## src/rtl/bfxp_issue.sv

```systemverilog
// bfxp_issue: issue buffer in front of the bit-field extract/place stage.
// It decodes the control word and rejects operations whose source or
// destination field would run past bit 31. Legal operations are queued in an
// in-order circular FIFO. Rejected operations are counted with a saturating
// counter and also set a sticky flag.
module bfxp_issue #(
   parameter int DEPTH = 2
) (
   input  logic        clock,
   input  logic        resetn,
   input  logic        in_valid,
   output logic        in_ready,
   input  logic [31:0] in_rs1,
   input  logic [31:0] in_rs2,
   input  logic [31:0] in_ctrl,
   output logic        out_valid,
   input  logic        out_ready,
   output logic [31:0] out_rs1,
   output logic [31:0] out_rs2,
   output logic [4:0]  out_start,
   output logic [4:0]  out_len,
   output logic [4:0]  out_dest,
   output logic [7:0]  err_count,
   output logic        err_flag
);

   localparam int             PW       = (DEPTH > 2) ? 2 : 1;
   localparam logic [PW-1:0]  PTR_LAST = PW'(DEPTH - 1);
   localparam logic [2:0]     OCC_FULL = 3'(DEPTH);

   // Entry layout: {rs1[78:47], rs2[46:15], start[14:10], len[9:5], dest[4:0]}
   logic [78:0]   ent_q [DEPTH];
   logic [78:0]   ent_d [DEPTH];
   logic [PW-1:0] wr_ptr_q, wr_ptr_d;
   logic [PW-1:0] rd_ptr_q, rd_ptr_d;
   logic [2:0]    cnt_q, cnt_d;
   logic [7:0]    err_cnt_q, err_cnt_d;
   logic          err_flag_q, err_flag_d;

   logic [4:0]    len_s, start_s, dest_s;
   logic          merge_s, legal_s, accept_s, push_s, reject_s, pop_s;
   logic [31:0]   rs2_sel_s;
   logic [78:0]   head_s;
   logic          unused_ctrl_s;

   // A field fits when base+len does not pass 32; 6-bit sum cannot overflow.
   function automatic logic fits32(input logic [4:0] base, input logic [4:0] len);
      logic [5:0] sum;
      sum = {1'b0, base} + {1'b0, len};
      return (sum <= 6'd32);
   endfunction

   // Circular pointer advance, wrapping from DEPTH-1 back to 0.
   function automatic logic [PW-1:0] ptr_inc(input logic [PW-1:0] p);
      logic [PW-1:0] n;
      if (p == PTR_LAST) begin
         n = '0;
      end else begin
         n = p + PW'(1);
      end
      return n;
   endfunction

   // Handshake flags come only from registered occupancy, never from out_ready.
   assign in_ready  = (cnt_q != OCC_FULL);
   assign out_valid = (cnt_q != 3'd0);

   assign head_s    = ent_q[rd_ptr_q];
   assign out_rs1   = head_s[78:47];
   assign out_rs2   = head_s[46:15];
   assign out_start = head_s[14:10];
   assign out_len   = head_s[9:5];
   assign out_dest  = head_s[4:0];
   assign err_count = err_cnt_q;
   assign err_flag  = err_flag_q;

   assign unused_ctrl_s = ^{in_ctrl[31:25], in_ctrl[23:21], in_ctrl[15:13], in_ctrl[7:5]};

   // Decode the incoming control word and classify this cycle's handshakes.
   always_comb begin
      len_s     = in_ctrl[4:0];
      start_s   = in_ctrl[12:8];
      dest_s    = in_ctrl[20:16];
      merge_s   = in_ctrl[24];
      legal_s   = fits32(start_s, len_s) && fits32(dest_s, len_s);
      accept_s  = in_valid & in_ready;
      push_s    = accept_s & legal_s;
      reject_s  = accept_s & ~legal_s;
      pop_s     = out_valid & out_ready;
      if (merge_s) begin
         rs2_sel_s = in_rs2;
      end else begin
         rs2_sel_s = 32'h0000_0000;
      end
   end

   // Next-state for pointers, occupancy, error tracking and entry storage.
   always_comb begin
      wr_ptr_d   = wr_ptr_q;
      rd_ptr_d   = rd_ptr_q;
      cnt_d      = cnt_q;
      err_cnt_d  = err_cnt_q;
      err_flag_d = err_flag_q;
      for (int i = 0; i < DEPTH; i++) begin
         ent_d[i] = ent_q[i];
      end

      if (push_s) begin
         wr_ptr_d        = ptr_inc(wr_ptr_q);
         ent_d[wr_ptr_q] = {in_rs1, rs2_sel_s, start_s, len_s, dest_s};
      end else begin
         wr_ptr_d = wr_ptr_q;
      end

      if (pop_s) begin
         rd_ptr_d = ptr_inc(rd_ptr_q);
      end else begin
         rd_ptr_d = rd_ptr_q;
      end

      case ({push_s, pop_s})
         2'b10:   cnt_d = cnt_q + 3'd1;
         2'b01:   cnt_d = cnt_q - 3'd1;
         default: cnt_d = cnt_q;
      endcase

      if (reject_s) begin
         err_flag_d = 1'b1;
         if (err_cnt_q != 8'hFF) begin
            err_cnt_d = err_cnt_q + 8'd1;
         end else begin
            err_cnt_d = err_cnt_q;
         end
      end else begin
         err_flag_d = err_flag_q;
         err_cnt_d  = err_cnt_q;
      end
   end

   // Validity and error state; cleared by the synchronous active-low reset.
   always_ff @(posedge clock) begin
      if (!resetn) begin
         wr_ptr_q   <= '0;
         rd_ptr_q   <= '0;
         cnt_q      <= 3'd0;
         err_cnt_q  <= 8'd0;
         err_flag_q <= 1'b0;
      end else begin
         wr_ptr_q   <= wr_ptr_d;
         rd_ptr_q   <= rd_ptr_d;
         cnt_q      <= cnt_d;
         err_cnt_q  <= err_cnt_d;
         err_flag_q <= err_flag_d;
      end
   end

   // Entry storage carries no reset; only the validity state above is cleared.
   always_ff @(posedge clock) begin
      for (int i = 0; i < DEPTH; i++) begin
         ent_q[i] <= ent_d[i];
      end
   end

endmodule

```

## config.mk

```make
export PLATFORM = sky130hd
export DESIGN_NAME = bfxp_issue
export DESIGN_NICKNAME = d
export VERILOG_FILES = /design/src/rtl/bfxp_issue.sv
export SDC_FILE = /design/constraint.sdc
export NUM_CORES = 1
export LEC_CHECK = 0
export ABC_AREA = 1
export BUFFER_PORTS_ARGS = -buffer_cell sky130_fd_sc_hd__clkbuf_2
export CAP_MARGIN = 20
export CORE_ASPECT_RATIO = 0.7
export CORE_MARGIN = 2
export CORE_UTILIZATION = 47
export CTS_CLUSTER_DIAMETER = 40
export DETAILED_ROUTE_END_ITERATION = 7
export PLACE_DENSITY = 0.82
export SYNTH_ARGS = -nofsm -noshare
export SYNTH_HDL_FRONTEND = slang
export SYNTH_SLANG_ARGS = --single-unit
```

## constraint.sdc

```tcl
create_clock -name clock -period 5.6 [get_ports clock]
set_clock_uncertainty 0.05 [all_clocks]
set_input_delay 0.28 -clock clock [delete_from_list [all_inputs] [get_ports clock]]
set_output_delay 0.28 -clock clock [all_outputs]
set_load 0.02 [all_outputs]
```

==> impl_metrics.toml <==
[outcome]
status = "finished, final reports clean"

[layout]
antennaDiodeCount = 0
nets = 808
drive_above_1_share_pct = 42.1
syn_to_final_growth_pct = 27.9
regArea_mm2 = 0.00505
fin_area_mm2 = 0.00910
multi_input_area_mm2 = 0.00180
fillers = 1078

[route]
postRouteAntennaNets = 0
num_vias = 4430
viasPerCell = 4.92
drt_wl_total_mm = 13.9
routedWlPerCell_um = 15.5
drc = 0
dr.pass1.iters = 5
drt_iter0_markers = 265

[timing]
finalCriticalPeriod_ns = 3.18
rsz0062_at_grt = "false"
fmax_ghz = 0.315
layout_setup_ws_ns = 2.42
post-route-period-util_pct = 56.7
drv_slew = 0
finalSetupViolCount = 0
slew_headroom_pct = 39.7
tightest_slew_ns = 0.905
whs_ns = 0.0260
fin_tns_setup_ns = 0
hold_viol_final = 0

[cts]
cts.clk_slew.worst_paths_ns = 0.07
cts_sinks = 173
root_buffer = "clkbuf_16"
post_cts_buffers = 0
clk-insertion-delay-late_ns = 0.41
cts_buffer_depth = 2
cts_tree = "done"
cts_buffers = 17
postCtsResizedCells = 0
holdBufCountCts = 30
htree_levels = 4

[global_routing]
grt_pass1_wl_mm = 21.3
grt_max_degree = 80
antenna_found_initial = 0
first_global_vias = 4459
globalRoute.totalOverflow = 0
grtUsageTotal_pct = 17.3

[yosys]
synth_area_mm2 = 0.00711
ys_warn_count = 0
async_reset_ff_share_pct = 0
ys.flop_type = "edfxtp_1"
syn_inst = 480
ys_ff_latch = 173
synth-edff-count = 158
syn_avg_cell_area_um2 = 14.8
synth_nets = 595
synth_cell_types = 25
ys_seq_area_share_pct = 70.9

[placed_design]
dp_hpwl_mm = 9.03
place_congestion = 0.842
place_area_mm2 = 0.00819
dp_slack_ns = 1.97
portBuffers = 173

[die]
ios = 190
num_rows = 37
die_area_mm2 = 0.0161
die_h_um = 107
start_util_pct = 48.3
die_w_um = 151
core-area_mm2 = 0.0147

[worst_setup_path]
crit_path_max_fanout = 67
setup.worst_path.end_class = "register"
path_class = "in2reg"
crit_chain = "clkbuf_2 -> ha_1 -> fa_1 -> or2_4 -> nor2_1 -> nand2_1 -> nor2_1 -> nand2_1 -> nand2_2 -> nand3_1 -> nor2_4 -> buf_4"
start_kind = "input pin"
arrival_ns = 3.16
max_stage_delay_ns = 0.78
reg2reg_depth = 7
cp_slowest_cell = "buf_4"
required_ns = 5.59

[min_path]
hold_depth = 1
worstHoldPathType = "in2reg"

[job]
cap_viol_max_count = 0

[pwr]
fin_total_pwr_uw = 3670
cellPowerDensity_mw_per_mm2 = 403
cellLeakagePower_uw = 0.00378
vdd_drop_max_mv = 0.281
-- synth_stat cells (all sizes together) (4+ instances only) --
cell type / n / area, µm²
dfxtp: 15 / 300
ha: 12 / 150
xor2: 6 / 52.6
nand2: 71 / 279
clkbuf: 4 / 15.0
nand4: 10 / 62.6
nand3: 16 / 97.6
buf: 9 / 45.0
o21ai: 4 / 20.0
mux2: 79 / 890
inv: 55 / 206
a21oi: 19 / 95.1
edfxtp: 158 / 4740
nor2: 13 / 48.8
-- layout by cell type (no fill, tap or decap), types with 2 or more instances in the layout --
master | Yosys | final
inv_6 | 0 | 4
buf_4 | 0 | 2
clkbuf_2 | 0 | 173
nand2_1 | 68 | 68
clkinv_4 | 0 | 4
nor2_1 | 13 | 12
nand2_2 | 2 | 2
nand3_1 | 14 | 14
a21oi_1 | 19 | 19
xor2_1 | 6 | 6
mux2_2 | 79 | 79
inv_1 | 55 | 54
edfxtp_1 | 158 | 158
nand4_1 | 10 | 10
clkbuf_16 | 0 | 17
clkinv_1 | 1 | 2
dfxtp_1 | 15 | 14
clkinv_2 | 0 | 3
fa_1 | 3 | 3
ha_1 | 12 | 12
dlygate4sd3_1 | 0 | 30
o21ai_0 | 4 | 4
-- per-layer routing --
layer	global-route usage, %	routed length, µm	up-vias	part of all wire [%]
li1	-	-	2134	-
met3	5.32	1070	13	7.6
met5	0	0	-	0
met2	30.1	6890	172	49
met1	20.7	5850	2111	42
met4	5.41	134	0	0.96
-- per-stage QoR --
step | util [%] | instances
after floorplan | - | 480
after global placement | 55.6 | 837
after detailed placement | 55.6 | 837
after CTS | 61.5 | 899
after global routing | 61.8 | 901
final | 61.8 | 901
-- cell families (layout without fill, tap and decap cells) --
| group | count (synthesis) | in the layout | synth area share [%] |
|---|---|---|---|
| multiplexers | 79 | 79 | 12.5 |
| XOR/XNOR | 7 | 7 | 0.862 |
| buffers and inverters | 69 | 295 | 3.80 |
| AND/OR/NAND/NOR | 113 | 113 | 7.21 |
| flip-flops | 173 | 173 | 70.9 |
| AO/OA/AOI/OAI | 24 | 24 | 1.72 |
| adder cells (fa/ha/maj) | 15 | 15 | 2.96 |
-- layout make-up --
cell class	count	share of cell area, %
sequential	173	55.5
multi-input combinational	238	19.8
timing repair buffer	207	13.5
clock buffer	18	4.72
tap	195	2.68
inverter	56	2.32
clock inverter	14	1.46
-- power breakdown --
group	internal [µW]	switching, µW
Clock	620	492
Combinational	398	567
Sequential	1530	66.8
-- flip-flops by register name (all words and copies together), names as in the netlist, named ones only --
register and flops:
cnt_q 3, rd_ptr_q 1, err_flag 1, err_count 8, wr_ptr_q 1, ent_q 158
-- final timing paths --
check / from / end / slack [ns]
setup / recovery: in_ctrl[0] / ent_q[0][71]$_DFFE_PP_ / 2.42
hold / removal: in_rs1[7] / ent_q[0][54]$_DFFE_PP_ / 0.03
setup reg to reg: cnt_q[0]$_SDFFE_PN0P_ / ent_q[0][71]$_DFFE_PP_ / 2.84
hold reg to reg: rd_ptr_q$_SDFFE_PN0P_ / register / 0.39
-- critical path, delay by kind of cell --
family / cells / cell delay (ns)
buf+inv: 2 / 0.89
fa+ha+maj: 2 / 0.70
simple gates: 8 / 1.22
Note: power is estimated with default switching activity, not from simulation.
